[src/rtl/hazard_stall_ctrl.sv]
// Pipeline sequencer for IF/ID and ID/EX: load-use bubble, branch flush,
// multi-cycle mul/div freeze, and a saturating stall-cycle counter.
module hazard_stall_ctrl #(
   parameter int unsigned REG_ADDR_W    = 6,
   parameter int unsigned MULDIV_CYCLES = 8,
   parameter int unsigned CNT_W         = 16
) (
   input  logic                  clk_i,
   input  logic                  rst_n_i,
   input  logic [REG_ADDR_W-1:0] id_rs_addr_i,
   input  logic [REG_ADDR_W-1:0] id_rt_addr_i,
   input  logic                  id_uses_rt_i,
   input  logic                  id_muldiv_i,
   input  logic                  branch_taken_i,
   input  logic                  ex_mem_read_i,
   input  logic [REG_ADDR_W-1:0] ex_rt_addr_i,
   output logic                  pc_write_o,
   output logic                  if_id_write_o,
   output logic                  if_id_flush_o,
   output logic                  id_ex_bubble_o,
   output logic                  id_ex_hold_o,
   output logic                  ex_busy_o,
   output logic                  md_done_o,
   output logic [CNT_W-1:0]      stall_cnt_o
);

   localparam int unsigned MD_W = 8;

   typedef enum logic {
      RUN     = 1'b0,
      MD_BUSY = 1'b1
   } state_t;

   state_t          state, state_nxt;
   logic [MD_W-1:0] md_cnt, md_cnt_nxt;
   logic            lu;

   // Load in EX writes a register the instruction in ID is about to read
   assign lu = ex_mem_read_i && (ex_rt_addr_i != '0) &&
               ((ex_rt_addr_i == id_rs_addr_i) ||
                (id_uses_rt_i && (ex_rt_addr_i == id_rt_addr_i)));

   always_ff @(posedge clk_i or negedge rst_n_i) begin
      if (!rst_n_i) begin
         state  <= RUN;
         md_cnt <= '0;
      end else begin
         state  <= state_nxt;
         md_cnt <= md_cnt_nxt;
      end
   end

   // Next state and control outputs; outputs are combinational by design
   always_comb begin
      state_nxt      = state;
      md_cnt_nxt     = md_cnt;
      pc_write_o     = 1'b0;
      if_id_write_o  = 1'b0;
      if_id_flush_o  = 1'b0;
      id_ex_bubble_o = 1'b0;
      id_ex_hold_o   = 1'b0;
      ex_busy_o      = 1'b0;
      md_done_o      = 1'b0;

      if (!rst_n_i) begin
         id_ex_bubble_o = 1'b1;
      end else begin
         unique case (state)
            RUN: begin
               pc_write_o    = 1'b1;
               if_id_write_o = 1'b1;
               if (lu) begin
                  pc_write_o     = 1'b0;
                  if_id_write_o  = 1'b0;
                  id_ex_bubble_o = 1'b1;
               end else if (branch_taken_i) begin
                  if_id_flush_o = 1'b1;
               end else if (id_muldiv_i) begin
                  state_nxt  = MD_BUSY;
                  md_cnt_nxt = MD_W'(MULDIV_CYCLES - 1);
               end
            end
            MD_BUSY: begin
               id_ex_hold_o = 1'b1;
               ex_busy_o    = 1'b1;
               if (md_cnt == '0) begin
                  md_done_o = 1'b1;
                  state_nxt = RUN;
               end else begin
                  md_cnt_nxt = md_cnt - MD_W'(1);
               end
            end
            default: state_nxt = RUN;
         endcase
      end
   end

   // Saturating count of cycles with the PC frozen
   always_ff @(posedge clk_i or negedge rst_n_i) begin
      if (!rst_n_i) begin
         stall_cnt_o <= '0;
      end else if (!pc_write_o && (stall_cnt_o != '1)) begin
         stall_cnt_o <= stall_cnt_o + CNT_W'(1);
      end
   end

endmodule

[config.mk]
export PLATFORM = sky130hd
export DESIGN_NAME = hazard_stall_ctrl
export DESIGN_NICKNAME = d
export VERILOG_FILES = /design/src/rtl/hazard_stall_ctrl.sv
export SDC_FILE = /design/constraint.sdc
export NUM_CORES = 1
export LEC_CHECK = 0
export ABC_AREA = 0
export CAP_MARGIN = 20
export CORE_ASPECT_RATIO = 2
export CORE_UTILIZATION = 33
export CTS_BUF_LIST = sky130_fd_sc_hd__clkbuf_16
export DETAILED_ROUTE_END_ITERATION = 10
export GPL_TIMING_DRIVEN = 0
export PLACE_DENSITY = 0.62
export SLEW_MARGIN = 20
export SYNTH_ARGS = -nofsm -noshare
export SYNTH_HDL_FRONTEND = slang
export SYNTH_SLANG_ARGS = --single-unit
[constraint.sdc]
create_clock -name clk_i -period 2 [get_ports clk_i]
set_input_delay 0.3 -clock clk_i [delete_from_list [all_inputs] [get_ports clk_i]]
set_output_delay 0.3 -clock clk_i [all_outputs]
set_load 0.03 [all_outputs]
==> flow_summary.json, run 1 <==
{
  "synth-edff-count": 0,
  "routedWlPerCell_um": 14.5,
  "vias_per_cell": 5.07,
  "setup_tns_ns": -0.0215,
  "start_util_pct": 34.8,
  "synth-main-ff-cell": "dfrtp_1",
  "ant_nets": 0,
  "die_y_um": 98.6,
  "hp-class": "in -> async",
  "die_area_mm2": 0.00496,
  "period_share_pct": 101,
  "grt_max_degree": 26,
  "cts_root_buffer": "clkbuf_16",
  "final_common_cell": "dfrtp_1",
  "timing.rr.start": "md_cnt[3]$_DFFE_PN0P_",
  "nNetsFinal": 241,
  "place_hpwl_um": 2770,
  "crit_type": "in -> out",
  "antenna_found_initial": 0,
  "cts_htree_levels": 1,
  "fmax_mhz": 495,
  "setup.worst_path.end_class": "output pin",
  "coreArea_mm2": 0.00442,
  "clkTransAtPathRegs_ns": 0.07,
  "dp_slack_ns": -1.19,
  "routed_wl_um": 3870,
  "hold_violations": 0,
  "gr-total-overflow": 0,
  "slew_violations": 0,
  "io_pins": 47,
  "ys_async_sr_fraction_pct": 100,
  "p_leak_uw": 0.000983,
  "slew_headroom_pct": 74.9,
  "drv_cap": 0,
  "cp_data_arrival_time_ns": 1.72,
  "synth_cell_types": 35,
  "critPathLaunch": "ex_rt_addr_i[1]",
  "ir_worst_vdd_mv": 0.766,
  "grt_pass1_wl_um": 6420,
  "yosysTopAreaCellShare_pct": 40.7,
  "syn_nets": 180,
  "finClkSkew_ns": 0.00681,
  "syn_avg_cell_area_um2": 10.1,
  "drt_iter0_markers": 34,
  "period_minus_slack_ns": 2.02,
  "final_cell_mix": "dfrtp_1, xnor2_1, clkdlybuf4s50_1",
  "rows": 34,
  "syn-cell-area_mm2": 0.00154,
  "dieWidth_um": 50.3,
  "rsz0062_at_grt": "yes",
  "worst_pin_slew_ns": 0.374,
  "cp.required_ns": 1.70,
  "fin_ws_ns": -0.0215,
  "critPathLaunchType": "input pin",
  "drive_gt1_share_pct": 25.4,
  "grt_use_total_pct": 17.0,
  "clock_path_buffers": 2,
  "clkLatencyLatePin_ns": 0.27,
  "post-route-drc-count": 0,
  "outcome": "finished, violations left",
  "ff_latch_area_um2": 626,
  "multiInputGateArea_um2": 930,
  "setup_viol": 1,
  "synth-seq-cells": 25,
  "critPathMaxFanout": 3,
  "violations": "setup timing",
  "antennaDiodeCount": 0,
  "tritoncts": "built",
  "nFillCells": 428,
  "io_buffer_count": 46,
  "area_growth_pct": 47.6,
  "ys_seq_area_share_pct": 40.7,
  "vias": 1354,
  "synth.area.top_cells": "dfrtp_1, xnor2_1, and3_1",
  "first_pass_iters": 4,
  "synth_top_cell_by_area": "dfrtp_1",
  "cellPowerDensity_mw_per_mm2": 860,
  "yosys_warnings": 0,
  "syn_inst": 153,
  "cts_sinks": 25,
  "gp_congestion": 0.756,
  "grt_pass1_vias": 1443,
  "numCtsBuffers": 3
}
## sequential cells by signal, summed over array words and instances (netlist names)
name and flops:
state 1, stall_cnt_o 16, md_cnt 8
## synth_stat cells (all sizes together), types with 2 or more instances
master,n
xnor2,19
xor2,6
nor3,2
and3,9
nand4,9
nand3,13
nand2b,3
o31ai,4
o21ai,7
nand2,9
mux2i,2
nor2,12
inv,7
buf,4
a21oi,5
nor4,2
mux2,3
dfrtp,25
ha,3
## layout make-up
class | instances | area share [%]
multi-input cells | 117 | 40.9
inverters | 7 | 1.32
well taps | 54 | 2.98
flip-flops and latches | 25 | 27.5
clock inverters | 1 | 0.386
repair buffers | 56 | 22.0
clock buffers | 3 | 3.31
plain buffers | 4 | 1.49
## power by group
group,internal [uW],switching (uW),total [uW]
sequential,602,110,712
clock,277,199,476
combinational,353,413,766
total,1230,721,1950
## critical path, cell delays in order
cell and delay, ns:
buf_4 0.13, or4_4 0.52, o31ai_4 0.26, o211ai_4 0.10, buf_6 0.14, clkinvlp_4 0.06, buf_4 0.09, buf_6 0.11
## final timing paths
| check | end | slack [ns] | cells after the start |
|---|---|---|---|
| hold / removal | stall_cnt_o[14]$_DFFE_PN0P_ | 0.04 | 2 |
| max in group asynchronous | md_cnt[0]$_DFFE_PN0P_ | 1.80 | 2 |
| hold reg to reg | stall_cnt_o[5]$_DFFE_PN0P_ | 0.49 | 1 |
| min in group clk_i | state$_DFFE_PN0P_ | 0.33 | 2 |
| setup / recovery | pc_write_o | -0.02 | 8 |
| setup reg to reg | md_cnt[6]$_DFFE_PN0P_ | 0.11 | 6 |
## metal layers
layer	track usage [%]	routed length (um)	vias to the layer above
li1	-	-	653
met1	17.3	1470	651
met2	31.4	2160	44
met3	3.09	160	6
met4	8.76	79	0
met5	0	0	-
## through the flow
stage               area (um^2)  hold WS, ns  utilization (%)  cells  total power [uW]
finish                     2270       0.0391             51.3    267              1950
global route               2270       0.0457             51.3    267              2070
global placement           2080        0.465             47.0    253              1420
floorplan                  1550      0.00441                -    153              1140
CTS                        2200       0.0454             49.7    263              1940
detailed placement         2070        0.381             46.9    253              1440
## cells by family after synthesis
kind of cell               after synthesis  share of synthesized area (%)
xor gates and xnor gates                25                           14.2
and+or+nand+nor                         63                           23.6
AOI/OAI and AO/OA                       21                           11.9
adders and majority gates                3                           2.44
muxes                                    5                           3.50
buffers and inverters                   11                           3.74
DFF                                     25                           40.7
## timing repair
action                                  CTS  global route
pin swaps                                12            16
hold endpoints to repair                 25             0
resized for setup                        71            28
hold buffers                              1             0
setup buffers                             5             4
endpoints found under the setup margin   23            14
No activity file was read; power rests on OpenSTA's default activity.
==> run 2, diff against run 1 <==
--- a/config.mk
+++ b/config.mk
@@ -14,5 +14,5 @@
 export GPL_TIMING_DRIVEN = 0
 export PLACE_DENSITY = 0.62
-export SLEW_MARGIN = 20
+export SLEW_MARGIN = 0
 export SYNTH_ARGS = -nofsm -noshare
 export SYNTH_HDL_FRONTEND = slang
==> constraint.sdc (replaced) <==
create_clock -name clk_i -period 2 [get_ports clk_i]
set_input_delay 0.2 -clock clk_i [delete_from_list [all_inputs] [get_ports clk_i]]
set_output_delay 0.2 -clock clk_i [all_outputs]
set_load 0.03 [all_outputs]
==> run 2 against run 1 <==
Against the previous run:
- the flow still finishes with violations (setup timing)
- sequential share of layout area down 0.36 points
- cell count down 0.37%
- largest cell class unchanged
- sequential cell count unchanged
- core utilization up 0.79 points
- hold slack better by 0.27 ns
- via count down 0.74%
- clock power down 8.4%
- design area up 1.5%
- global-route usage down 0.39 points
==> flow_summary.json, run 2 (synthesized netlist as in run 1, its figures left out) <==
{
  "outcome": "finished, violations left",
  "violations": "setup timing",
  "grt_pass1_vias": 1385,
  "whs_endpoint": "state$_DFFE_PN0P_",
  "r2r_setup_slack_ns": 0.07,
  "cts_htree_levels": 1,
  "ant_nets": 0,
  "drt_iter0_markers": 16,
  "slew_headroom_pct": 53.5,
  "die_y_um": 98.6,
  "drive_gt1_share_pct": 18.9,
  "p_leak_uw": 0.00102,
  "reg.largest.list": "stall_cnt_o: 16 flops, md_cnt: 8 flops, state: 1 flops",
  "worst_pin_slew_ns": 0.696,
  "dp_cells": 254,
  "antenna_found_initial": 0,
  "hold_violations": 0,
  "hp-class": "in -> reg",
  "final_area_mm2": 0.00231,
  "clock_path_buffers": 2,
  "fin_util_pct": 52.1,
  "cts_sinks": 25,
  "largest_register": "stall_cnt_o",
  "numCtsBuffers": 3,
  "critPathMaxFanout": 3,
  "io_buffer_count": 46,
  "final_cell_mix": "clkdlybuf4s50_1, dfrtp_1, xnor2_1",
  "routedWlPerCell_um": 14.2,
  "critPathLaunchType": "input pin",
  "coreArea_mm2": 0.00442,
  "antennaDiodeCount": 0,
  "nNetsFinal": 240,
  "area_growth_pct": 49.8,
  "grt_pass1_wl_um": 6330,
  "hp-start": "rst_n_i",
  "dp_slack_ns": -0.987,
  "largest_reg_flops": 16,
  "rows": 34,
  "cp_data_arrival_time_ns": 1.80,
  "gr-total-overflow": 0,
  "dieWidth_um": 50.3,
  "final_cells": 266,
  "r2r-end": "md_cnt[2]$_DFFE_PN0P_",
  "grt_use_total_pct": 16.6,
  "placed_cell_area_mm2": 0.00209,
  "clkTransAtPathRegs_ns": 0.06,
  "reg2regPathDepth": 7,
  "period_minus_slack_ns": 2.00,
  "hold_depth": 3,
  "finClkSkew_ns": 0.00164,
  "rsz0062_at_grt": "yes",
  "first_pass_iters": 4,
  "start_util_pct": 34.8,
  "setup.worst_path.end_class": "output pin",
  "slew_violations": 0,
  "setup_viol": 1,
  "io_pins": 47,
  "critPathLaunch": "ex_rt_addr_i[1]",
  "post-route-drc-count": 0,
  "place_hpwl_um": 2760,
  "grt_max_degree": 16,
  "crit_type": "in -> out",
  "fmax_mhz": 499,
  "timing.rr.start": "md_cnt[4]$_DFFE_PN0P_",
  "fin_ws_ns": -0.00354,
  "vias_per_cell": 5.05,
  "period_share_pct": 100,
  "drv_cap": 0,
  "clkLatencyLatePin_ns": 0.26,
  "gp_congestion": 0.798,
  "cp.required_ns": 1.80,
  "tritoncts": "built",
  "cts_root_buffer": "clkbuf_16",
  "die_area_mm2": 0.00496,
  "routed_wl_um": 3770,
  "vias": 1344,
  "cellPowerDensity_mw_per_mm2": 833,
  "ir_worst_vdd_mv": 0.667,
  "p_total_uw": 1920
}
-- run 2: cell count changes in the layout (fill, tap and decap cells not counted), sizes merged, moves of 2 or more --
cell	delta
buf	-10
clkdlybuf4s50	+5
dlygate4sd2	+2
dlygate4sd3	+2
dlymetal6s2s	+4
clkbuf	-3
-- run 2: routing by layer --
layer / vias to the layer above / track usage [%] / routed length [um]
met2: 36 / 31.8 / 2230
li1: 657 / - / -
met5: - / 0 / 0
met4: 0 / 7.91 / 97
met3: 8 / 1.54 / 112
met1: 643 / 17.1 / 1330
-- run 2: area by class of cell --
| type | count | area (um^2) |
|---|---|---|
| clock buffers | 3 | 75.1 |
| multi-input cells | 117 | 916 |
| clock inverters | 1 | 3.75 |
| inverters | 7 | 26.3 |
| flip-flops and latches | 25 | 627 |
| plain buffers | 4 | 33.8 |
| well taps | 54 | 67.6 |
| repair buffers | 55 | 557 |
| fillers | 433 | 2120 |
-- run 2: worst max path at each step --
stage / cells after the start / slack [ns] / endpoint
2_1_floorplan: 6 / 0.01 / md_cnt[7]$_DFFE_PN0P_
3_3_place_gp: 6 / -1.22 / pc_write_o
3_5_place_dp: 8 / -0.99 / pc_write_o
4_1_cts: 9 / -0.005 / pc_write_o
5_1_grt: 8 / -0.05 / if_id_flush_o
6_report: 8 / -0.004 / if_id_flush_o
-- run 2: stage by stage --
stage | setup TNS (ns) | hold slack, ns
floorplan | 0 | -0.0956
global placement | -23.96 | 0.465
detailed placement | -13.89 | 0.462
CTS | -0.00501 | 0.308
global route | -0.0499 | 0.321
finish | -0.00354 | 0.307
-- run 2: what timing repair did --
item | in CTS | in global routing
hold buffers | 2 | 0
pin swaps | 6 | 11
resized for setup | 53 | 19
endpoints found under the setup margin | 24 | 11
setup buffers | 4 | 2
hold endpoints to repair | 10 | 0
-- run 2: worst max-delay path: stages --
cell	delay, ns
clkdlybuf4s15_2	0.21
or4_4	0.55
o31ai_4	0.25
o211ai_4	0.11
buf_6	0.13
buf_4	0.14
nor2_4	0.08
buf_6	0.13
-- run 2: power by group --
part	switching [uW]	internal, uW
Clock	169	267
Sequential	117	603
Combinational	410	355
==> run 3, diff against run 2 <==
- clock period: 2 -> 2.1 ns (I/O delays scaled with it)
==> run 3 against run 2 <==
Against the previous run:
- the run now ends clean
- worst setup slack better by 0.084 ns
- die area stayed put
- first-iteration DRC count stayed put
- clock power is 4% lower
- clock skew hardly changed
- cell count is 0.75% higher
- register-to-register slack better by 0.09 ns
- clock-buffer cell count stayed put
- routed wire length is 5.5% lower
- sequential share of layout area is 0.62 points higher
==> flow_summary.json, run 3 (synthesized netlist as in run 1, its figures left out) <==
{
  "ff_latch_area_um2": 626,
  "grt_use_total_pct": 15.9,
  "gr-total-overflow": 0,
  "vias": 1341,
  "tritoncts": "built",
  "clkLatencyLatePin_ns": 0.26,
  "setup.worst_path.end_class": "output pin",
  "area_growth_pct": 46.2,
  "fin_hold_ws_ns": 0.00572,
  "final_common_cell": "clkdlybuf4s50_1",
  "clock_path_buffers": 2,
  "gp_congestion": 0.798,
  "outcome": "complete, no violations",
  "rows": 34,
  "cellPowerDensity_mw_per_mm2": 808,
  "finClkSkew_ns": 0.00177,
  "grt_pass1_vias": 1369,
  "numCtsBuffers": 3,
  "multiInputGateArea_um2": 872,
  "vias_per_cell": 5.00,
  "drive_gt1_share_pct": 16.8,
  "io_buffer_count": 46,
  "antennaDiodeCount": 0,
  "timing.rr.start": "md_cnt[4]$_DFFE_PN0P_",
  "ant_nets": 0,
  "drv_cap": 0,
  "first_pass_iters": 3,
  "die_y_um": 98.6,
  "grt_pass1_wl_um": 6130,
  "clkTransAtPathRegs_ns": 0.06,
  "crit_type": "in -> out",
  "slew_violations": 0,
  "die_area_mm2": 0.00496,
  "rsz0062_at_grt": "no",
  "reg2regPathDepth": 5,
  "cp_data_arrival_time_ns": 1.81,
  "final_cell_mix": "clkdlybuf4s50_1, dfrtp_1, xnor2_1",
  "period_minus_slack_ns": 2.02,
  "coreArea_mm2": 0.00442,
  "cts_htree_levels": 1,
  "fmax_mhz": 495,
  "drt_iter0_markers": 16,
  "critPathLaunchType": "input pin",
  "p_total_uw": 1820,
  "r2r_setup_slack_ns": 0.16,
  "p_leak_uw": 0.000956,
  "r2r-end": "md_cnt[2]$_DFFE_PN0P_",
  "slew_headroom_pct": 68.5,
  "routedWlPerCell_um": 13.3,
  "io_pins": 47,
  "cts_sinks": 25,
  "start_util_pct": 34.8,
  "hold_violations": 0,
  "largest_reg_flops": 16,
  "antenna_found_initial": 0,
  "nFillCells": 439,
  "ir_worst_vdd_mv": 0.640,
  "place_hpwl_um": 2760,
  "setup_viol": 0,
  "cp.required_ns": 1.89,
  "grt_max_degree": 21,
  "routed_wl_um": 3560,
  "post-route-drc-count": 0,
  "worst_pin_slew_ns": 0.470,
  "nNetsFinal": 242,
  "reg.largest.list": "stall_cnt_o: 16 flops, md_cnt: 8 flops, state: 1 flops",
  "period_share_pct": 96.2,
  "largest_register": "stall_cnt_o",
  "dieWidth_um": 50.3,
  "cts_root_buffer": "clkbuf_16",
  "critPathMaxFanout": 8,
  "hp-class": "in -> async"
}
==> run 3: layout make-up <==
cell class | instances | area share [%]
inverter | 7 | 1.17
clock buffer | 3 | 3.34
sequential | 25 | 27.8
tap | 54 | 3.00
clock inverter | 1 | 0.167
timing repair buffer | 57 | 24.4
buffer | 4 | 1.39
multi-input combinational | 117 | 38.8
==> run 3: metal layers <==
layer  vias to the layer above  track usage [%]  routed length, um
met5                         -                0                  0
met4                         0             7.05                 74
li1                        663                -                  -
met1                       640             16.1               1290
met3                         5             1.54                 95
met2                        33             31.0               2110
==> run 3: worst max-delay path, stage by stage <==
cell and delay, ns:
dlygate4sd2_1 0.27, or4_4 0.56, o31ai_4 0.25, o211ai_4 0.11, buf_6 0.15, nor2_1 0.10, buf_4 0.17
==> run 3: how the worst max path moves through the flow <==
| stage | startpoint | cells after the start | endpoint | slack (ns) |
|---|---|---|---|---|
| after floorplan | ex_rt_addr_i[2] | 6 | md_cnt[7]$_DFFE_PN0P_ | 0.10 |
| after global placement | rst_n_i | 6 | pc_write_o | -1.14 |
| after detailed placement | ex_rt_addr_i[0] | 8 | pc_write_o | -0.91 |
| after CTS | ex_rt_addr_i[3] | 7 | if_id_flush_o | 0.0002 |
| after global routing | id_rt_addr_i[2] | 9 | pc_write_o | 0.01 |
| final | ex_rt_addr_i[3] | 7 | if_id_flush_o | 0.08 |
==> run 3: where the power goes <==
| group | switching [uW] | internal (uW) |
|---|---|---|
| clock | 163 | 255 |
| combinational | 378 | 337 |
| sequential | 110 | 574 |
==> run 3: per-stage QoR <==
stage	instances	utilization, %	setup WS (ns)	area (um^2)	TNS (ns)
after global routing	268	50.8	0.00973	2250	0
final	268	50.8	0.0802	2250	0
after detailed placement	254	47.3	-0.907	2090	-11.08
after floorplan	153	-	0.101	1540	0
after global placement	253	46.7	-1.14	2070	-21.15
after CTS	262	49.7	0.000156	2200	0
==> run 3: repair_timing <==
action	4_1_cts	5_1_grt
setup buffers	3	6
pin swaps	6	4
hold buffers	1	0
hold endpoints to repair	10	0
cloned	0	0
endpoints found under the setup margin	17	5
resized for setup	39	2
